[src/rtl/seg_rw_mp.sv]
// Multi-channel segment read/write memory: round-robin arbitration across NCH request streams,
// out-of-range error responses, and a one-entry-per-cycle bulk-clear sweep.
module seg_rw_mp #(
  parameter int unsigned NELEMS = 127,
  parameter int unsigned AW     = 7,
  parameter int unsigned DW     = 7,
  parameter int unsigned NCH    = 2
) (
  input  logic              clock,
  input  logic              reset,
  input  logic [NCH-1:0]    req_valid,
  output logic [NCH-1:0]    req_ready,
  input  logic [NCH-1:0]    req_write,
  input  logic [NCH*AW-1:0] req_addr,
  input  logic [NCH*DW-1:0] req_data,
  output logic [NCH-1:0]    rsp_valid,
  input  logic [NCH-1:0]    rsp_ready,
  output logic [NCH*DW-1:0] rsp_data,
  output logic [NCH-1:0]    rsp_err,
  input  logic              clear_start,
  output logic              busy
);
  localparam int unsigned   PW      = (NCH > 1) ? $clog2(NCH) : 1;
  localparam logic [0:0]    RUN     = 1'b0;
  localparam logic [0:0]    CLEAR   = 1'b1;
  localparam logic [AW:0]   LIMIT   = (AW + 1)'(NELEMS);
  localparam logic [AW-1:0] LAST    = AW'(NELEMS - 1);
  localparam logic [PW-1:0] PTR_MAX = PW'(NCH - 1);

  logic [DW-1:0]          mem [NELEMS];
  logic [0:0]             state_q;
  logic [AW-1:0]          clr_cnt_q;
  logic [PW-1:0]          rr_ptr_q;
  logic [NCH-1:0]         rsp_valid_q;
  logic [NCH-1:0]         rsp_err_q;
  logic [NCH-1:0][DW-1:0] rsp_data_q;

  logic [NCH-1:0] eligible;
  logic [NCH-1:0] grant;
  logic [PW-1:0]  gnt_idx;
  logic [PW-1:0]  scan_idx;
  logic           gnt_any;
  logic [AW-1:0]  gnt_addr;
  logic [DW-1:0]  gnt_data;
  logic [DW-1:0]  rd_data;
  logic           gnt_write;
  logic           in_range;

  // A channel may take a new request only if its response slot frees up this cycle.
  assign eligible = req_valid & (~rsp_valid_q | rsp_ready);

  always_comb begin
    grant    = '0;
    gnt_idx  = '0;
    gnt_any  = 1'b0;
    scan_idx = '0;
    if (reset && (state_q == RUN) && !clear_start) begin
      for (int k = 0; k < int'(NCH); k++) begin
        scan_idx = PW'((32'(rr_ptr_q) + 32'(k)) % NCH);
        if (!gnt_any && eligible[scan_idx]) begin
          gnt_any         = 1'b1;
          grant[scan_idx] = 1'b1;
          gnt_idx         = scan_idx;
        end
      end
    end
  end

  assign gnt_addr  = req_addr[gnt_idx*AW +: AW];
  assign gnt_data  = req_data[gnt_idx*DW +: DW];
  assign gnt_write = req_write[gnt_idx];
  assign in_range  = {1'b0, gnt_addr} < LIMIT;
  assign rd_data   = in_range ? mem[gnt_addr] : '0;

  // Storage has no reset; a sweep interrupted by reset leaves it partially cleared.
  always_ff @(posedge clock) begin
    if (state_q == CLEAR) begin
      mem[clr_cnt_q] <= '0;
    end else if (gnt_any && gnt_write && in_range) begin
      mem[gnt_addr] <= gnt_data;
    end
  end

  always_ff @(posedge clock or negedge reset) begin
    if (!reset) begin
      state_q     <= RUN;
      clr_cnt_q   <= '0;
      rr_ptr_q    <= '0;
      rsp_valid_q <= '0;
      rsp_err_q   <= '0;
      rsp_data_q  <= '0;
    end else begin
      if (state_q == RUN) begin
        if (clear_start) begin
          state_q   <= CLEAR;
          clr_cnt_q <= '0;
        end
      end else if (clr_cnt_q == LAST) begin
        state_q   <= RUN;
        clr_cnt_q <= '0;
      end else begin
        clr_cnt_q <= clr_cnt_q + 1'b1;
      end

      if (gnt_any) begin
        rr_ptr_q <= (gnt_idx == PTR_MAX) ? '0 : gnt_idx + 1'b1;
      end

      for (int i = 0; i < int'(NCH); i++) begin
        if (grant[i]) begin
          rsp_valid_q[i] <= 1'b1;
          rsp_err_q[i]   <= !in_range;
          rsp_data_q[i]  <= (!gnt_write && in_range) ? rd_data : '0;
        end else if (rsp_ready[i]) begin
          rsp_valid_q[i] <= 1'b0;
          rsp_err_q[i]   <= 1'b0;
          rsp_data_q[i]  <= '0;
        end
      end
    end
  end

  assign req_ready = grant;
  assign rsp_valid = rsp_valid_q;
  assign rsp_data  = rsp_data_q;
  assign rsp_err   = rsp_err_q;
  assign busy      = (state_q == CLEAR);

endmodule
[config.mk]
export PLATFORM = sky130hd
export DESIGN_NAME = seg_rw_mp
export DESIGN_NICKNAME = d
export VERILOG_FILES = /design/src/rtl/seg_rw_mp.sv
export SDC_FILE = /design/constraint.sdc
export NUM_CORES = 1
export LEC_CHECK = 0
export BUFFER_PORTS_ARGS = -buffer_cell sky130_fd_sc_hd__buf_2
export CORE_MARGIN = 2
export CORE_UTILIZATION = 43
export DETAILED_ROUTE_END_ITERATION = 10
export MAX_ROUTING_LAYER = met4
export PLACE_DENSITY_LB_ADDON = 0.15
export SLEW_MARGIN = 30
export SYNTH_ARGS = -nofsm -noshare
export SYNTH_HDL_FRONTEND = slang
export SYNTH_SLANG_ARGS = --single-unit
[constraint.sdc]
create_clock -name clock -period 20.2 [get_ports clock]
set_input_delay 3.03 -clock clock [delete_from_list [all_inputs] [get_ports clock]]
set_output_delay 3.03 -clock clock [all_outputs]
set_load 0.005 [all_outputs]
Word level (Yosys, flattened, before mapping)

Memory sizes are Yosys's and may differ from the RTL's.
Index checks and enable logic that the tools add are counted.

Shifts and indexed selects: 2
Reduce and logical (&&, ||, !) cells: 16
$lt $le $gt $ge: 6
Multiplexer cells: 48
Bitwise gates (word level): 5
Equality and inequality tests: 1
Multipliers: 1
Add/sub/neg operators: 3

Operators with widths:

| kind                  | count |
|---|---|
| $mux W7               | 11 |
| $mux W1               | 31 |
| $shiftx A14 B5 Y7     | 2 |
| $logic_and A1 B1 Y1   | 8 |
| $mux W2               | 4 |
| $add A7 B1 Y7 const B | 1 |
| $eq A7 B7 Y1 const B  | 1 |
| $lt A7 B7 Y1 const B  | 1 |
| $reduce_or A7 Y1      | 1 |
| $lt A1 B2 Y1 const B  | 3 |
| $reduce_bool A2 Y1    | 3 |
| $logic_not A1 Y1      | 4 |
| $mul A1 B3 Y4 const B | 1 |
| $or A2 B2 Y2          | 2 |
| $add A1 B1 Y1 const B | 2 |
| $and A2 B2 Y2         | 1 |
| $demux W1 S1          | 2 |
| $ge A1 B1 Y1 const B  | 2 |
| $not A2 Y2            | 1 |
| $not A1 Y1            | 1 |

Output and inout bits: 21
Bits of input ports: 37
Word-level logic and storage cells: 92
Memory bits (writable): 889
Memories kept: 1
Register bits: 27

Memories:

| memory | depth | bits a word | rd ports | clocked after Yosys merged registers in | write ports | line | source |
|---|---|---|---|---|---|---|---|
| mem    | 127   | 7           | 1        | 0                                       | 1           | 30   | `logic [DW-1:0] mem [NELEMS];` |

Logic depth before layout (Yosys ltp)

Depth after elaboration: 20
Depth in mapped cells: 15
Depth with buffers taken out: 10

Worst setup path after synthesis

Ideal clock, no wire load.

Path kind: input-to-reg
Start point: input req_valid[0]
End point: memory mem[0][0], data pin
Path slack: 11.233 ns
Data required time: 19.316 ns
Library setup time: 0.884 ns
Path buffers: 4
Stages on the path: 8
Data arrival time: 8.082 ns
Path through: nand2b_1 o2111ai_4 buf_2 buf_1 clkbuf_1 buf_1 nand2_1 a21oi_1

Word-level cells in the longest chain between the ends: 18
Elaborated cells between the ends (all ways): 27
Classes of those cells: 1 x mul; 1 x order compare; 2 x shift; 17 x mux; 1 x bitwise; 5 x reduce/logical

RTL lines:

| item                                                | line       | source |
|---|---|---|
| start, declared                                     | 11         | `input logic [NCH-1:0] req_valid,` |
| $and A2 B2 Y2 (*)                                   | 50         | `assign eligible = req_valid & (~rsp_valid_q \| rsp_ready);` |
| $mux W1 (implied by the code) (2 in series)         | 60         | `if (!gnt_any && eligible[scan_idx]) begin` |
| $mux W1                                             | 60         |  |
| $mux W1                                             | 57         | `if (reset && (state_q == RUN) && !clear_start) begin` |
| $logic_not A1 Y1                                    | 60         |  |
| $logic_and A1 B1 Y1                                 | 60         |  |
| $mux W1                                             | 60         |  |
| $mux W1                                             | 57         |  |
| $mul A1 B3 Y4 or $mux W1 (tied branches)            | 69, 70, 71 |  |
| $shiftx A14 B5 Y7 or $mux W1 (tied branches)        | 69, 71     |  |
| $lt A7 B7 Y1 or $logic_and A1 B1 Y1 (tied branches) | 72, 79     |  |
| $logic_and A1 B1 Y1                                 | 79         | `end else if (gnt_any && gnt_write && in_range) begin` |
| $mux W1                                             | 79         |  |
| $mux W1                                             | 77         | `if (state_q == CLEAR) begin` |
| $mux W1 (implied by the code)                       | 80         | `mem[gnt_addr] <= gnt_data;` |
| $reduce_or A7 Y1 (no source line)                   | -          |  |
| $mux W7 (no source line) (*)                        | -          |  |
| end, declared                                       | 30         |  |

Every way passes the cells marked *; elsewhere a longest branch is shown, timed or not. The select of a mux whose other input is x is not followed.

Worst setup path in the final report

Start point: input reset
End point: register rsp_data_q (netlist bit rsp_data[9])

Word-level cells in the longest chain between the ends: 9
Elaborated cells between the ends (all ways): 16
Classes of those cells: 1 x mul; 1 x order compare; 1 x shift; 7 x mux; 5 x reduce/logical; 1 x memory

RTL lines:

| item                                           | line    | source |
|---|---|---|
| start, declared                                | 10      | `input logic reset,` |
| $logic_and A1 B1 Y1 (*) (2 in series)          | 57      |  |
| $mux W1                                        | 57      |  |
| $mul A1 B3 Y4 or $mux W1 (tied branches)       | 69, 71  |  |
| $shiftx A14 B5 Y7 or $mux W1 (tied branches)   | 69, 71  |  |
| $mem_v2 Z127 W7, or another cell as far along  | -       |  |
| $mux W7 or $logic_and A1 B1 Y1 (tied branches) | 73, 113 |  |
| $mux W7                                        | 113     | `rsp_data_q[i] <= (!gnt_write && in_range) ? rd_data : '0;` |
| $mux W7                                        | 110     | `if (grant[i]) begin` |
| end signal, assigned by index                  | 113     |  |
| end, declared                                  | 36      | `logic [NCH-1:0][DW-1:0] rsp_data_q;` |

Marks and branches as above.
A chain may end at the register's enable or synchronous reset.

==> results.cfg <==
[outcome]
status = finished clean

[grt]
grt_pass1_wl_um = 168000
grt_pass1_vias = 23127
antenna_found_initial = 13
overflow = 0
track_usage = 0.268
grt_max_degree = 162

[critical_path]
critPathLaunch = reset
crit_path_end = rsp_data[9]
worst-r2r-setup-slack_ns = 14.59
crit_type = input pin to register
start_kind = input pin
reg2regPathDepth = 13
cp.required_ns = 20.78
rr_endpoint = rsp_data[9]
arrival_ns = 8.81
cp_max_fo = 55
reg2reg_from = busy
critPathCaptureType = register

[clock_network]
post_cts_resized = 0
htree_num_levels = 3
cts_root_buffer = clkbuf_16
cts_setup_buffers = 0
cts_made_buffers = 98
cts_sinks = 916
cts_tree = done
clockBufferDepth = 3
clk_latency_ns = 0.67
cts_hold_buf = 0
clk_pin_slew_ns = 0.06

[synthesis]
synth_edf_count = 889
netlist_area_mm2 = 0.0374
synth_top_family_by_area = simple AND/OR/NAND/NOR gates
async_flop_share = 0.0295
synth_simple_gate_area_frac = 0.0992
synth_flop_cell = edfxtp_1
syn_inst = 2621
ys_types = 65
ys_seq_area_frac = 0.731
ys_ff_latch = 916
synth.avg_cell_area_um2 = 14.3
syn_nets = 2660
yosysTopAreaCell = edfxtp_1
ys_warn_count = 0
synth_compound_area_frac = 0.0875
synth_xor_area_frac = 0.000234
synth_area_leaders = edfxtp_1, nand2_1, mux2i_1
synth_top_cell_area_share = 0.713
yosys-mux-area-fraction = 0.0601
synth-adder-area-share = 0.000668

[detailed_routing]
drc = 0
wl_um = 117000
drt_iter0_drc = 2931
via_per_inst = 6.11
drt-wirelength-per-cell_um = 29.9
vias = 23966
ant_nets = 0
first_pass_iters = 6

[die]
initial_core_util = 0.433
core_area_mm2 = 0.0865
fp.dieW_um = 299
fp.dieArea_mm2 = 0.0895
rows = 108
die_height_um = 299
pin_count = 58

[min_path]
hp-class = register to register

[timing]
setup_viol = 0
finalHoldViolCount = 0
tightest_slew_ns = 1.17
fin_setup_tns_ns = 0
period_share = 0.408
min_period_ns = 8.23
fin_worst_skew_ns = 0.0431
rsz0062_at_grt = no
slew_violations = 0
slew_headroom = 0.221
max_freq_mhz = 121

[power]
swShare = 0.220
p_clk_frac = 0.430
power_frac_seq = 0.529
p_comb_frac = 0.041
p_per_area_mw_per_mm2 = 91.9
peakVddDrop_v = 0.0000878
internal_power_mw = 3.03
total_leakage_power_nw = 14.3
p_switching_mw = 0.852

[finish]
post-route-util = 0.488
drive_gt1_frac = 0.121
layout_commonest_cell = edfxtp_1
final_cell_mix = edfxtp_1, nand2_1, nor2_1
fill_cells = 7435
area_growth_pct = 12.8
layout.nets = 2716

[placed_design]
dp_hpwl_um = 75900
finalWeightedCongestion = 0.976
port_buffers = 57

[flow_run]
drv_cap = 0
kinds of logic after synthesis:
family,Yosys count
XOR/XNOR,1
multiplexers,179
buffers and inverters,179
AO/OA/AOI/OAI,477
flip-flops,916
adder cells (fa/ha/maj),2
AND/OR/NAND/NOR,867
power by group through the flow:
stage               Sequential [mW]  Clock [mW]  Combinational (mW)
floorplan                      2.09           0              0.0895
global placement               2.09           0               0.155
detailed placement             2.09           0               0.156
CTS                            2.05        1.69               0.156
global route                   2.05        1.76               0.166
finish                         2.05        1.67               0.159
stage by stage:
| step | std cells | area (um2) | hold WS (ns) | setup WS (ns) | power [mW] |
|---|---|---|---|---|---|
| after floorplan | 2621 | 37400 | 0.464 | 11.23 | 2.18 |
| after global placement | 3732 | 39200 | 0.477 | 11.47 | 2.25 |
| after detailed placement | 3732 | 39200 | 0.493 | 11.39 | 2.25 |
| after CTS | 3914 | 42200 | 0.500 | 12.09 | 3.90 |
| after global routing | 3923 | 42200 | 0.529 | 11.73 | 3.98 |
| final | 3923 | 42200 | 0.499 | 11.97 | 3.88 |
routing by layer:
layer / GRT usage / wire (um) / vias to the layer above
met2: 0.397 / 53100 / 1261
met4: 0.106 / 5010 / 0
met3: 0.0496 / 10800 / 273
li1: - / - / 10272
met1: 0.369 / 48200 / 12160
met5: - / 0 / -
Yosys cell counts (4+ instances only):
| library cell | count |
|---|---|
| buf_4 | 8 |
| nand3_1 | 113 |
| o211ai_1 | 8 |
| a211oi_1 | 24 |
| nor3b_1 | 4 |
| o22ai_1 | 15 |
| a311oi_1 | 8 |
| a221o_1 | 6 |
| and3_1 | 8 |
| inv_1 | 20 |
| a2111oi_0 | 11 |
| nand3b_1 | 4 |
| nand2b_1 | 8 |
| a21boi_0 | 18 |
| edfxtp_1 | 889 |
| buf_2 | 59 |
| nor3_1 | 28 |
| o21ai_1 | 4 |
| buf_1 | 18 |
| nor4_1 | 23 |
| mux2i_1 | 135 |
| o21a_1 | 6 |
| dfrtp_1 | 27 |
| a21oi_1 | 129 |
| o2111ai_1 | 5 |
| a221oi_1 | 62 |
| mux4_2 | 35 |
| a41oi_1 | 5 |
| a32oi_1 | 27 |
| o21ai_0 | 48 |
| a22oi_1 | 33 |
| o221ai_1 | 5 |
| a31oi_1 | 35 |
| clkbuf_1 | 71 |
| mux2_2 | 8 |
| nand4_1 | 36 |
| nand2_1 | 461 |
| nor2_1 | 164 |
| nor2b_1 | 7 |
| o31ai_1 | 10 |
worst min path at each step:
stage | startpoint | to | depth (start not counted)
2_1_floorplan | rr_ptr_q | rr_ptr_q | 1
3_3_place_gp | rr_ptr_q | rr_ptr_q | 1
3_5_place_dp | rr_ptr_q | rr_ptr_q | 1
4_1_cts | rr_ptr_q | rr_ptr_q | 1
5_1_grt | rr_ptr_q | rr_ptr_q | 1
6_report | rr_ptr_q | rr_ptr_q | 1
worst max-delay path, cell delays in order:
cell,delay [ns]
buf_2,0.56
nor3b_4,0.37
o2111ai_4,0.18
inv_4,0.61
mux2i_4,0.70
buf_4,0.70
buf_4,0.71
nor2_1,0.15
buf_4,0.27
a211oi_1,0.43
a22oi_1,0.17
nand4_1,0.31
o21ai_0,0.28
o221ai_1,0.23
flip-flops by register name (all words and copies together), names as in the netlist:
register,flops
clr_cnt_q,7
mem,889
busy,1
rsp_data,14
rsp_valid,2
rsp_err,2
rr_ptr_q,1
area by class of cell:
cell class	instances	area, um2	area share
Sequential cell	916	27400	0.648
Multi-Input combinational cell	1526	9610	0.228
Clock buffer	125	2600	0.0615
Tap cell	1155	1450	0.0342
Timing Repair Buffer	114	738	0.0175
Clock inverter	57	367	0.00868
Inverter	21	81.3	0.00193
Antenna cell	9	22.5	0.000533
Power figures use the tool's default switching activity.
